==> src/rtl/seq_pattern_detector_if.sv <==
// Port bundle for seq_pattern_detector: configuration fields, the qualified
// serial input, and the match outputs.
interface seq_pattern_detector_if #(
  parameter int MAX_LEN = 8,
  parameter int CNT_W   = 8,
  localparam int LW     = $clog2(MAX_LEN + 1)
);
  logic               cfg_load;
  logic [MAX_LEN-1:0] cfg_pattern;
  logic [LW-1:0]      cfg_len;
  logic               cfg_overlap;
  logic               cfg_moore;
  logic               in_valid;
  logic               A;
  logic               Y;
  logic [CNT_W-1:0]   match_count;

  modport master (
    output cfg_load, cfg_pattern, cfg_len, cfg_overlap, cfg_moore, in_valid, A,
    input  Y, match_count
  );

  modport slave (
    input  cfg_load, cfg_pattern, cfg_len, cfg_overlap, cfg_moore, in_valid, A,
    output Y, match_count
  );
endinterface

==> src/rtl/seq_pattern_detector.sv <==
// Runtime-programmable serial pattern detector with overlap / non-overlap
// matching, Mealy or Moore output timing and a saturating match counter.
module seq_pattern_detector #(
  parameter int MAX_LEN = 8,
  parameter int CNT_W   = 8,
  localparam int LW     = $clog2(MAX_LEN + 1)
) (
  input logic             clk,
  input logic             reset,
  seq_pattern_detector_if.slave bus
);

  logic [MAX_LEN-1:0] pat;
  logic [MAX_LEN-1:0] hist;
  logic [LW-1:0]      len;
  logic [LW-1:0]      fill;
  logic               ovl;
  logic               moore;
  logic               y_q;
  logic [CNT_W-1:0]   match_count;

  logic [MAX_LEN-1:0] win;
  logic [MAX_LEN-1:0] mask;
  logic [LW:0]        fill_p1;
  logic               hit;

  function automatic logic [MAX_LEN-1:0] len_mask(input logic [LW-1:0] l);
    logic [MAX_LEN-1:0] m;
    m = '0;
    for (int i = 0; i < MAX_LEN; i++) m[i] = (i < int'(l));
    return m;
  endfunction

  function automatic logic [LW-1:0] clamp_len(input logic [LW-1:0] l);
    if (l == '0) return LW'(1);
    if (l > LW'(MAX_LEN)) return LW'(MAX_LEN);
    return l;
  endfunction

  // Match window: the newest bit sits at position 0, pattern bit 0 is the last received.
  always_comb begin
    win     = {hist[MAX_LEN-2:0], bus.A};
    mask    = len_mask(len);
    fill_p1 = {1'b0, fill} + (LW+1)'(1);
    hit     = bus.in_valid && !bus.cfg_load &&
              (fill_p1 >= {1'b0, len}) &&
              ((win & mask) == (pat & mask));
  end

  always_ff @(posedge clk) begin
    if (reset) begin
      pat         <= MAX_LEN'(3'b111);
      len         <= LW'(3);
      ovl         <= 1'b1;
      moore       <= 1'b0;
      hist        <= '0;
      fill        <= '0;
      y_q         <= 1'b0;
      match_count <= '0;
    end else if (bus.cfg_load) begin
      pat         <= bus.cfg_pattern;
      len         <= clamp_len(bus.cfg_len);
      ovl         <= bus.cfg_overlap;
      moore       <= bus.cfg_moore;
      hist        <= '0;
      fill        <= '0;
      y_q         <= 1'b0;
      match_count <= '0;
    end else begin
      y_q <= hit;
      if (bus.in_valid) begin
        hist <= win;
        // Non-overlapping mode restarts the fill so no bit is shared between matches.
        if (hit && !ovl)
          fill <= '0;
        else if (fill != LW'(MAX_LEN))
          fill <= fill + LW'(1);
        if (hit && (match_count != '1))
          match_count <= match_count + CNT_W'(1);
      end
    end
  end

  assign bus.Y           = moore ? y_q : hit;
  assign bus.match_count = match_count;

endmodule

==> src/flat_wrapper.sv <==
// flat-port wrapper written by rule: the top's interface ports become plain ports
module seq_pattern_detector_flat 
#(
  parameter int MAX_LEN = 8,
  parameter int CNT_W   = 8,
  localparam int LW     = $clog2(MAX_LEN + 1)
)
  (clk, reset, bus_cfg_load, bus_cfg_pattern, bus_cfg_len, bus_cfg_overlap, bus_cfg_moore, bus_in_valid, bus_A, bus_Y, bus_match_count);
  seq_pattern_detector_if #(.MAX_LEN(MAX_LEN), .CNT_W(CNT_W)) bus_i ();
  input logic clk;
  input logic reset;
  input wire logic [$bits(bus_i.cfg_load)-1:0] bus_cfg_load;
  input wire logic [$bits(bus_i.cfg_pattern)-1:0] bus_cfg_pattern;
  input wire logic [$bits(bus_i.cfg_len)-1:0] bus_cfg_len;
  input wire logic [$bits(bus_i.cfg_overlap)-1:0] bus_cfg_overlap;
  input wire logic [$bits(bus_i.cfg_moore)-1:0] bus_cfg_moore;
  input wire logic [$bits(bus_i.in_valid)-1:0] bus_in_valid;
  input wire logic [$bits(bus_i.A)-1:0] bus_A;
  output wire logic [$bits(bus_i.Y)-1:0] bus_Y;
  output wire logic [$bits(bus_i.match_count)-1:0] bus_match_count;
  assign bus_i.cfg_load = bus_cfg_load;
  assign bus_i.cfg_pattern = bus_cfg_pattern;
  assign bus_i.cfg_len = bus_cfg_len;
  assign bus_i.cfg_overlap = bus_cfg_overlap;
  assign bus_i.cfg_moore = bus_cfg_moore;
  assign bus_i.in_valid = bus_in_valid;
  assign bus_i.A = bus_A;
  assign bus_Y = bus_i.Y;
  assign bus_match_count = bus_i.match_count;
  seq_pattern_detector #(.MAX_LEN(MAX_LEN), .CNT_W(CNT_W)) u_core (.clk(clk), .reset(reset), .bus(bus_i));
endmodule
==> config.mk <==
export PLATFORM = sky130hd
export DESIGN_NAME = seq_pattern_detector_flat
export DESIGN_NICKNAME = d
export VERILOG_FILES = /design/src/rtl/seq_pattern_detector_if.sv /design/src/rtl/seq_pattern_detector.sv /design/src/flat_wrapper.sv
export SDC_FILE = /design/constraint.sdc
export NUM_CORES = 1
export LEC_CHECK = 0
export ABC_AREA = 1
export BUFFER_PORTS_ARGS = -buffer_cell sky130_fd_sc_hd__buf_2
export CORE_MARGIN = 3
export CORE_UTILIZATION = 30
export DETAILED_ROUTE_END_ITERATION = 16
export PLACE_DENSITY = 0.46
export SYNTH_ARGS = -nofsm -noshare
export SYNTH_HDL_FRONTEND = slang
export SYNTH_SLANG_ARGS = --single-unit
==> constraint.sdc <==
create_clock -name clk -period 1.79 [get_ports clk]
set_input_delay 0.2685 -clock clk [delete_from_list [all_inputs] [get_ports clk]]
set_output_delay 0.2685 -clock clk [all_outputs]
set_load 0.1 [all_outputs]
==> results of run 1 <==
## path summary, 6_finish.rpt
path | start | to | slack (ns) | depth (start not counted)
setup / recovery | u_core.fill[0] | bus_Y | -0.62 | 12
hold / removal | bus_cfg_pattern[0] | u_core.pat[0] | 0.18 | 3
hold reg to reg | u_core.pat[4] | u_core.pat[4] | 0.47 | 2
setup reg to reg | u_core.fill[0] | u_core.fill[1] | -0.36 | 14
## registers in the layout, indices dropped and copies added (netlist names)
| register | cells |
|---|---|
| u_core.moore | 1 |
| u_core.hist | 7 |
| u_core.len | 4 |
| u_core.fill | 4 |
| u_core.y_q | 1 |
| u_core.pat | 8 |
| u_core.ovl | 1 |
| u_core.bus.match_count | 8 |
## metrics by stage
stage	instances	total power [W]	setup TNS [ns]	area (sq um)
after global placement	367	0.001058	-2.408	2142
after floorplan	257	0.0009650	-0.9506	1805
after CTS	377	0.001673	-4.094	2265
final	377	0.001653	-3.911	2296
after global routing	377	0.001745	-5.770	2296
after detailed placement	367	0.001058	-2.817	2142
## cell usage after synthesis
library cell / number
inv_1: 31
or3_1: 1
xnor2_1: 2
o21ai_1: 1
clkbuf_1: 4
nor3_1: 2
nor2_1: 30
ha_1: 7
nor2_2: 3
nand2_1: 68
buf_6: 1
o211ai_1: 1
buf_2: 1
nand2_2: 1
clkinv_1: 1
nor2_4: 1
and2_0: 1
o21ai_0: 18
nand3_2: 3
nand3_1: 14
a211oi_1: 1
a21oi_1: 21
inv_2: 1
nand4_1: 1
xor2_1: 8
dfxtp_1: 34
## repair_timing
action / CTS / global route
setup buffers: 2 / 0
hold buffers: 0 / 0
endpoints found under the setup margin: 13 / 14
pin swaps: 3 / 4
resized for setup: 4 / 8
## where the power goes
part | total (W) | switching, W | internal, W
registers | 0.000808 | 0.0000239 | 0.000784
clock network | 0.000608 | 0.000297 | 0.000310
logic | 0.000237 | 0.000135 | 0.000102
## routing by layer
metal,share of wire,track usage,vias to the layer above
met5,0,0,-
met4,0.013,0.04412,0
met3,0.032,0.03471,5
met2,0.46,0.2340,23
met1,0.50,0.1801,726
li1,-,-,906
## cell families after synthesis
group	synth area share
flops	0.3869
xor+xnor	0.04979
fa+ha+maj	0.04978
buf+inv	0.08818
compound gates	0.1223
simple gates	0.3030
## cell type report
cell class / count / area (sq um) / area share
Sequential cell: 34 / 698.2 / 0.3041
Timing Repair Buffer: 46 / 300.3 / 0.1308
Inverter: 33 / 126.4 / 0.05504
Clock buffer: 6 / 82.58 / 0.03597
Multi-Input combinational cell: 184 / 987.2 / 0.4300
Clock inverter: 2 / 11.26 / 0.004905
Tap cell: 72 / 90.09 / 0.03924
## critical path, cell delays in order (launching register included)
cell     delay [ns]
dfxtp_4        0.37
ha_4           0.17
xor2_2         0.15
ha_1           0.30
nand2_1        0.05
inv_1          0.04
nand3_1        0.06
nor2_1         0.12
nor2_2         0.06
nor2_4         0.11
nand2_2        0.08
o21ai_4        0.16
buf_12         0.19
==> summary.md, run 1 <==
| Metric | Value |
|---|---|
| Status | `finished with violations` |
| Failing checks | `setup timing` |
| Most frequent cells in the layout | `nand2_1, nor2_1, inv_1` |
| Global route overflow | `0` |
| Area Growth Syn to Fin | `30.51%` |
| Tmin final | `around 2.4 ns` |
| Final core occ | `0.4119` |
| Net Count, Synth | `283` |
| Initial Utilization | `0.3156` |
| IO Port Bufs | `27` |
| Global-route wire length before repair | `7320 um` |
| IO Count | `28` |
| Largest area contributor in the netlist | `dfxtp_1` |
| Gpl congestion | `0.7561` |
| Post-Syn Instances | `between 200 and 300` |
| H-tree Lvls | `2` |
| Final ANT Viol Nets | `0` |
| Yosys warnings | `0` |
| Residual DRC | `0` |
| WP data arrival | `2.14 ns` |
| Sink Count | `34` |
| PwrDens | `720.1 mW/mm^2` |
| CP endpoint kind | `primary output` |
| DR vias/cell | `between 4 and 5` |
| Row count | `27` |
| CP Data Required Time | `between 1.5 and 2 ns` |
| CTS buffer count | `5` |
| Pre-CTS WS | `-0.3543 ns` |
| N_diodes | `0` |
| Clock Path Buffers | `2` |
| Min-delay worst type | `primary input to flop` |
| HPWL after DPL | `3217 um` |
| Die extent in x | `82.58 um` |
| Fill cells | `609` |
| Largest net degree at the start of global routing | `16` |
| WHS | `0.1840 ns` |
| Clock Latency Late Sink | `0.29 ns` |
| DR iter-0 viols | `85` |
| Unique masters post-synth | `26` |
| Post-Syn Area | `0.001759 sq mm` |
| Ratio of cells with drive above 1 in the final layout | `0.2787` |
| Peak VDD IR | `approximately 0.37 mV` |
| CP startpoint kind | `flop` |
| Nets | `330` |
| MaxCap Viol Count | `0` |
| Sequential fraction of the synthesis area | `0.3869` |
| Final hold violations | `0` |
| Slew headroom | `0.6778` |
| # setup viols final | `13` |
| Final WS setup | `-0.6225 ns` |
| Synth top area share | `0.3869` |
| FF+latch count, synth | `34` |
| Die ar. | `slightly below 0.007 sq mm` |
| Vias in the first global route | `around 1.6k` |
| Slew Limit Fails | `0` |
| Clock-pin slew on the worst setup and hold paths | `0.08 ns` |
| Leakage | `1.078 nW` |
| WL final | `4261 um` |
| Root Buffer | `clkbuf_8` |
| Top cells by area, synth | `dfxtp_1, nand2_1, inv_1` |
| CTS tree | `yes` |
| Worst slew pin tran | `0.4867 ns` |
| Routed WL per cell | `approximately 11 um` |
| Syn Area/Cell | `6.845 sq um` |
| First-pass DRT Iterations | `4` |
| Worst Path Max Fanout | `4` |
| Commonest non-fill, non-tap cell in the layout | `nand2_1` |
| Crit path kind | `flop to primary output` |
| Final period util | `1.348` |
| Initial antenna violation count | `0` |
| Max Fclk | `414.5 MHz` |
| Die height | `82.58 um` |
| Vias after detailed routing | `1660` |
| RSZ-0062 raised after global routing | `yes` |
| Core ar. | `0.005574 sq mm` |
| Layout Skew | `0.009120 ns` |
| GRT Total Usage | `0.1413` |
Power figures use the tool's default switching activity.
==> run 2, diff against run 1 <==
PLACE_DENSITY = default   (was 0.46)
==> run 2 against run 1 <==
Net effect: the flow still finishes with violations (setup timing); wire length grew 3.5%; final area grew 3.9%; core utilization grew 1.6 points; clock-buffer cell count is the same; clock skew shrank 0.0060 ns; sequential cell count is the same; maximum frequency grew 0.89%; via count grew 3.4%; worst hold slack gained 0.0020 ns; sequential power is essentially flat; register-to-register slack lost 0.15 ns.
==> summary.md, run 2 (synthesized netlist as in run 1, its figures left out) <==
| Metric | Value |
|---|---|
| Global-route wire length before repair | `7272 um (-0.66%)` |
| Failing checks | `setup timing` |
| Vias in the first global route | `1637 (+1.6%)` |
| First-pass DRT Iterations | `5 (+1)` |
| Status | `finished with violations` |
| Vias after detailed routing | `1717 (+3.4%)` |
| Row count | `27 (unchanged)` |
| Flop2flop setup slack | `-0.51 ns (-0.15 ns)` |
| Commonest non-fill, non-tap cell in the layout | `nand2_1` |
| FF-to-FF End | `u_core.bus.match_count[5]` |
| Largest net degree at the start of global routing | `16 (unchanged)` |
| Slew Limit Fails | `0 (unchanged)` |
| Leakage | `1.113 nW (+3.3%)` |
| CP startpoint kind | `flop` |
| Worst r2r src | `u_core.fill[1]` |
| HPWL after DPL | `3156 um (-1.9%)` |
| Min-delay worst type | `primary input to flop` |
| Die extent in x | `82.58 um (unchanged)` |
| Clock Latency Late Sink | `0.29 ns (about the same)` |
| # setup viols final | `13 (unchanged)` |
| Die height | `82.58 um (unchanged)` |
| N_diodes | `0 (unchanged)` |
| R2r worst-path depth | `17 (+3)` |
| Setup TNS | `-6.074 ns (-2.163 ns)` |
| Core ar. | `0.005574 sq mm (unchanged)` |
| Largest registers | `u_core.bus.match_count (8), u_core.pat (8), u_core.hist (7)` |
| DR vias/cell | `4.495 (+2.1%)` |
| CP Data Required Time | `1.52 ns (about the same)` |
| Crit path launch | `u_core.fill[1]` |
| Hold EP | `u_core.pat[0]` |
| Clock-pin slew on the worst setup and hold paths | `0.07 ns (about the same)` |
| Residual DRC | `0 (unchanged)` |
| DR iter-0 viols | `82 (-3.5%)` |
| Ratio of cells with drive above 1 in the final layout | `0.3097 (+0.03099)` |
| Worst slew pin tran | `0.4838 ns (-0.002944 ns)` |
| RSZ-0062 raised after global routing | `yes` |
| MaxCap Viol Count | `0 (unchanged)` |
| Layout Skew | `0.003098 ns (-0.006022 ns)` |
| PwrDens | `701.1 mW/mm^2 (-2.6%)` |
| H-tree Lvls | `2 (unchanged)` |
| Max Fclk | `418.2 MHz (+0.89%)` |
| CTS buffer count | `5 (unchanged)` |
| Root Buffer | `clkbuf_8` |
| WP data arrival | `2.12 ns (-0.02 ns)` |
| Crit path kind | `flop to primary output` |
| Final ANT Viol Nets | `0 (unchanged)` |
| Final period util | `1.336 (-0.01192)` |
| Final WS setup | `-0.6012 ns (+0.02134 ns)` |
| IO Count | `28 (unchanged)` |
| Tmin final | `2.391 ns (-0.02134 ns)` |
| Worst Path Max Fanout | `3 (-1)` |
| CP endpoint kind | `primary output` |
| Hold_sp | `bus_cfg_pattern[0]` |
| Sink Count | `34 (unchanged)` |
| CTS tree | `yes` |
| Global route overflow | `0 (unchanged)` |
| Power after layout | `0.001673 W (+1.2%)` |
| Initial antenna violation count | `0 (unchanged)` |
| Hold Crit Depth | `3 (unchanged)` |
| Slew headroom | `0.6797 (+0.001950)` |
| Area Growth Syn to Fin | `35.63%` |
| WL final | `4411 um (+3.5%)` |
| Clock Path Buffers | `2 (unchanged)` |
| IO Port Bufs | `27 (unchanged)` |
| Final hold violations | `0 (unchanged)` |
| Gpl congestion | `0.8290 (+9.6%)` |
| Routed WL per cell | `11.55 um (+2.2%)` |
| Most frequent cells in the layout | `nand2_1, nor2_1, inv_1` |
| Die ar. | `0.006819 sq mm (unchanged)` |
| Peak VDD IR | `0.4042 mV (+9.3%)` |
| GRT Total Usage | `0.1380 (-0.003305)` |
| Nets | `335 (+1.5%)` |
| Initial Utilization | `0.3156 (unchanged)` |
[run 2: final cells by class]
cell class              count  area, sq um
clock buffers               6        82.58
repair buffers             51        352.8
well taps                  72        90.09
clock inverters             2        11.26
flip-flops and latches     34        698.2
multi-input cells         184         1025
inverters                  33        126.4
fillers                   569         3188
[run 2: through the flow]
step | setup slack, ns | instances | utilization | hold slack (ns) | cell area [sq um]
after floorplan | -0.4647 | 257 | - | 0.3470 | 1805
after global placement | -0.3181 | 367 | 0.3843 | 0.4585 | 2142
after detailed placement | -0.3702 | 367 | 0.3843 | 0.4626 | 2142
after CTS | -0.6050 | 381 | 0.4204 | 0.1787 | 2344
after global routing | -0.7303 | 382 | 0.4281 | 0.1956 | 2386
final | -0.6012 | 382 | 0.4281 | 0.1861 | 2386
[run 2: metal layers]
metal | vias up | track usage | part of all wire
li1 | 917 | - | -
met1 | 767 | 0.1668 | 0.46
met2 | 30 | 0.2476 | 0.49
met3 | 3 | 0.03579 | 0.044
met4 | 0 | 0.02451 | 0.0054
met5 | - | 0 | 0
[run 2: worst max path at each step]
stage                        to  slack, ns
after floorplan           bus_Y      -0.46
after global placement    bus_Y      -0.32
after detailed placement  bus_Y      -0.37
after CTS                 bus_Y      -0.61
after global routing      bus_Y      -0.73
final                     bus_Y      -0.60
[run 2: repair_timing]
item	4_1_cts	5_1_grt
pin swaps	7	12
setup endpoints to repair	13	14
gates resized for setup	14	11
buffers inserted	6	3
hold buffers	0	0
[run 2: worst max-delay path, cell delays in order (launching register included)]
cell	delay [ns]
dfxtp_4	0.36
ha_4	0.17
xor2_2	0.14
ha_1	0.30
nand2_1	0.05
inv_1	0.04
nand3_1	0.06
nor2_1	0.13
nor2_2	0.07
nor2_4	0.09
nand2_2	0.08
o21ai_4	0.16
buf_12	0.19
[run 2: report_power, final]
part / switching, W / internal, W
clock network: 0.000303 / 0.000311
registers: 0.0000237 / 0.000784
logic: 0.000143 / 0.000109
==> run 3, diff against run 2 <==
SKIP_CTS_REPAIR_TIMING = 1   (was default)
==> run 3 against run 2 <==
Net effect: the flow still finishes with violations (setup timing); sequential share of layout area down 1.4 points; power up 1.1%; worst hold slack worse by 0.00097 ns; sequential cell count unchanged; first-iteration DRC count up 9.8%; via count up 2.3%; final area up 5.5%; die area unchanged; critical path type unchanged; critical endpoint unchanged.
==> summary.md, run 3 (synthesized netlist as in run 1, its figures left out) <==
| Metric | Value |
|---|---|
| PwrDens | `671.7 mW/mm^2 (-4.2%)` |
| Final ANT Viol Nets | `0 (unchanged)` |
| Die extent in x | `82.58 um (unchanged)` |
| CP startpoint kind | `flop` |
| Final hold violations | `0 (unchanged)` |
| HPWL after DPL | `3156 um (unchanged)` |
| Die height | `82.58 um (unchanged)` |
| Crit path kind | `flop to primary output` |
| Slew Limit Fails | `0 (unchanged)` |
| Tmin final | `2.413 ns (+0.02200 ns)` |
| Layout Skew | `0.002510 ns (-0.0005882 ns)` |
| CP Data Required Time | `1.52 ns (about the same)` |
| Clock Path Buffers | `2 (unchanged)` |
| IO Port Bufs | `27 (unchanged)` |
| Setup TNS | `-5.987 ns (+0.08660 ns)` |
| Final period util | `1.348 (+0.01229)` |
| Leakage | `1.212 nW (+8.9%)` |
| WL final | `4585 um (+3.9%)` |
| Largest net degree at the start of global routing | `16 (unchanged)` |
| Failing checks | `setup timing` |
| First-pass DRT Iterations | `4 (-1)` |
| Critical path cell sequence | `ha_4 -> xor2_4 -> ha_4 -> nand2_2 -> inv_2 -> nand3_2 -> nor2_2 -> nor2_2 -> nor2_4 -> nand2_2 -> o21ai_4 -> buf_12` |
| DR vias/cell | `4.587 (+2.1%)` |
| MaxCap Viol Count | `0 (unchanged)` |
| Ratio of cells with drive above 1 in the final layout | `0.3698 (+0.06010)` |
| WHS | `0.1851 ns (-0.0009700 ns)` |
| CP endpoint kind | `primary output` |
| Global route overflow | `0 (unchanged)` |
| Worst Path Max Fanout | `5 (+2)` |
| H-tree Lvls | `2 (unchanged)` |
| Core ar. | `0.005574 sq mm (unchanged)` |
| Vias after detailed routing | `1757 (+2.3%)` |
| Peak VDD IR | `0.4072 mV (+0.75%)` |
| Min-delay worst type | `primary input to flop` |
| Global-route wire length before repair | `7065 um (-2.8%)` |
| # setup viols final | `13 (unchanged)` |
| Largest registers | `u_core.bus.match_count (8), u_core.pat (8), u_core.hist (7)` |
| Final WS setup | `-0.6232 ns (-0.02200 ns)` |
| Critical path's largest stage delay | `0.37 ns (about the same)` |
| Row count | `27 (unchanged)` |
| Max Fclk | `414.4 MHz (-0.91%)` |
| Most frequent cells in the layout | `nand2_1, inv_1, nor2_1` |
| Die ar. | `0.006819 sq mm (unchanged)` |
| Delay-heaviest family, CP | `simple AND/OR/NAND/NOR gates` |
| Routed WL per cell | `11.97 um (+3.7%)` |
| Sink Count | `34 (unchanged)` |
| RSZ-0062 raised after global routing | `yes` |
| Pre-CTS WS | `-0.3702 ns (unchanged)` |
| Critical path buffers and inverters | `2 (unchanged)` |
| Most Crowded Layer GR | `met2` |
| DR iter-0 viols | `90 (+9.8%)` |
| Met2 GRT Util | `0.2332 (-0.01442)` |
| Initial Utilization | `0.3156 (unchanged)` |
| Initial antenna violation count | `0 (unchanged)` |
| CTS buffer count | `5 (unchanged)` |
| Status | `finished with violations` |
| Met1 usage | `0.1646 (-0.002203)` |
| IO Count | `28 (unchanged)` |
| CTS tree | `yes` |
| Root Buffer | `clkbuf_8` |
| CP max-delay cell | `dfxtp_4` |
| Clock Latency Late Sink | `0.29 ns (about the same)` |
| N_diodes | `0 (unchanged)` |
| Power after layout | `0.001691 W (+1.1%)` |
| Slew headroom | `0.6609 (-0.01877)` |
| Fill cells | `538 (-5.4%)` |
| Met3 Use GR | `0.02928 (-0.006508)` |
| Final core occ | `0.4516 (+0.02357)` |
| Residual DRC | `0 (unchanged)` |
| Vias in the first global route | `1614 (-1.4%)` |
| Gpl congestion | `0.8290 (unchanged)` |
| WP data arrival | `2.14 ns (+0.02 ns)` |
| Commonest non-fill, non-tap cell in the layout | `nand2_1` |
| Nets | `336 (+0.30%)` |
| Clock-pin slew on the worst setup and hold paths | `0.07 ns (about the same)` |
| GRT Total Usage | `0.1339 (-0.004140)` |
| Worst slew pin tran | `0.5080 ns (+0.02427 ns)` |
| Area Growth Syn to Fin | `43.10%` |
-- run 3: power breakdown --
group	switching, W	internal, W
combinational	0.000150	0.000116
sequential	0.0000244	0.000784
clock	0.000306	0.000311
total	0.000481	0.00121
-- run 3: per-layer routing --
layer	vias to the layer above	part of all wire
met3	10	0.039
met1	789	0.45
met5	-	0
met2	44	0.50
met4	0	0.017
li1	914	-
-- run 3: area by class of cell --
class	count	area, sq um	share of cell area
Clock buffer	6	82.58	0.03280
Multi-Input combinational cell	184	1127	0.4478
Timing Repair Buffer	52	367.9	0.1461
Clock inverter	2	11.26	0.004473
Sequential cell	34	701.9	0.2788
Inverter	33	136.4	0.05418
Tap cell	72	90.09	0.03579
-- run 3: path summary, 6_finish.rpt --
check,startpoint,to,slack (ns),depth (start not counted)
worst max-delay path,u_core.fill[0],bus_Y,-0.62,12
worst min-delay path,bus_cfg_pattern[0],u_core.pat[0],0.19,3
worst max register to register,u_core.fill[0],u_core.bus.match_count[6],-0.53,17
worst min register to register,u_core.pat[0],u_core.pat[0],0.48,2
-- run 3: worst register-to-register path, cell delays in order (launching register included) --
cell      delay [ns]
dfxtp_4         0.38
ha_4            0.17
xor2_4          0.19
ha_4            0.23
nand2_2         0.07
nand2_2         0.04
nand2_1         0.06
nand2_1         0.06
nor2_2          0.15
nor2_4          0.07
buf_6           0.11
buf_6           0.10
buf_6           0.11
nand3_4         0.09
buf_6           0.13
clkinv_8        0.08
nand2_4         0.07
a21oi_2         0.06
-- run 3: stage by stage --
step | instances | instance area (sq um)
5_1_grt | 383 | 2517
4_1_cts | 375 | 2236
2_1_floorplan | 257 | 1805
6_report | 383 | 2517
3_3_place_gp | 367 | 2142
3_5_place_dp | 367 | 2142
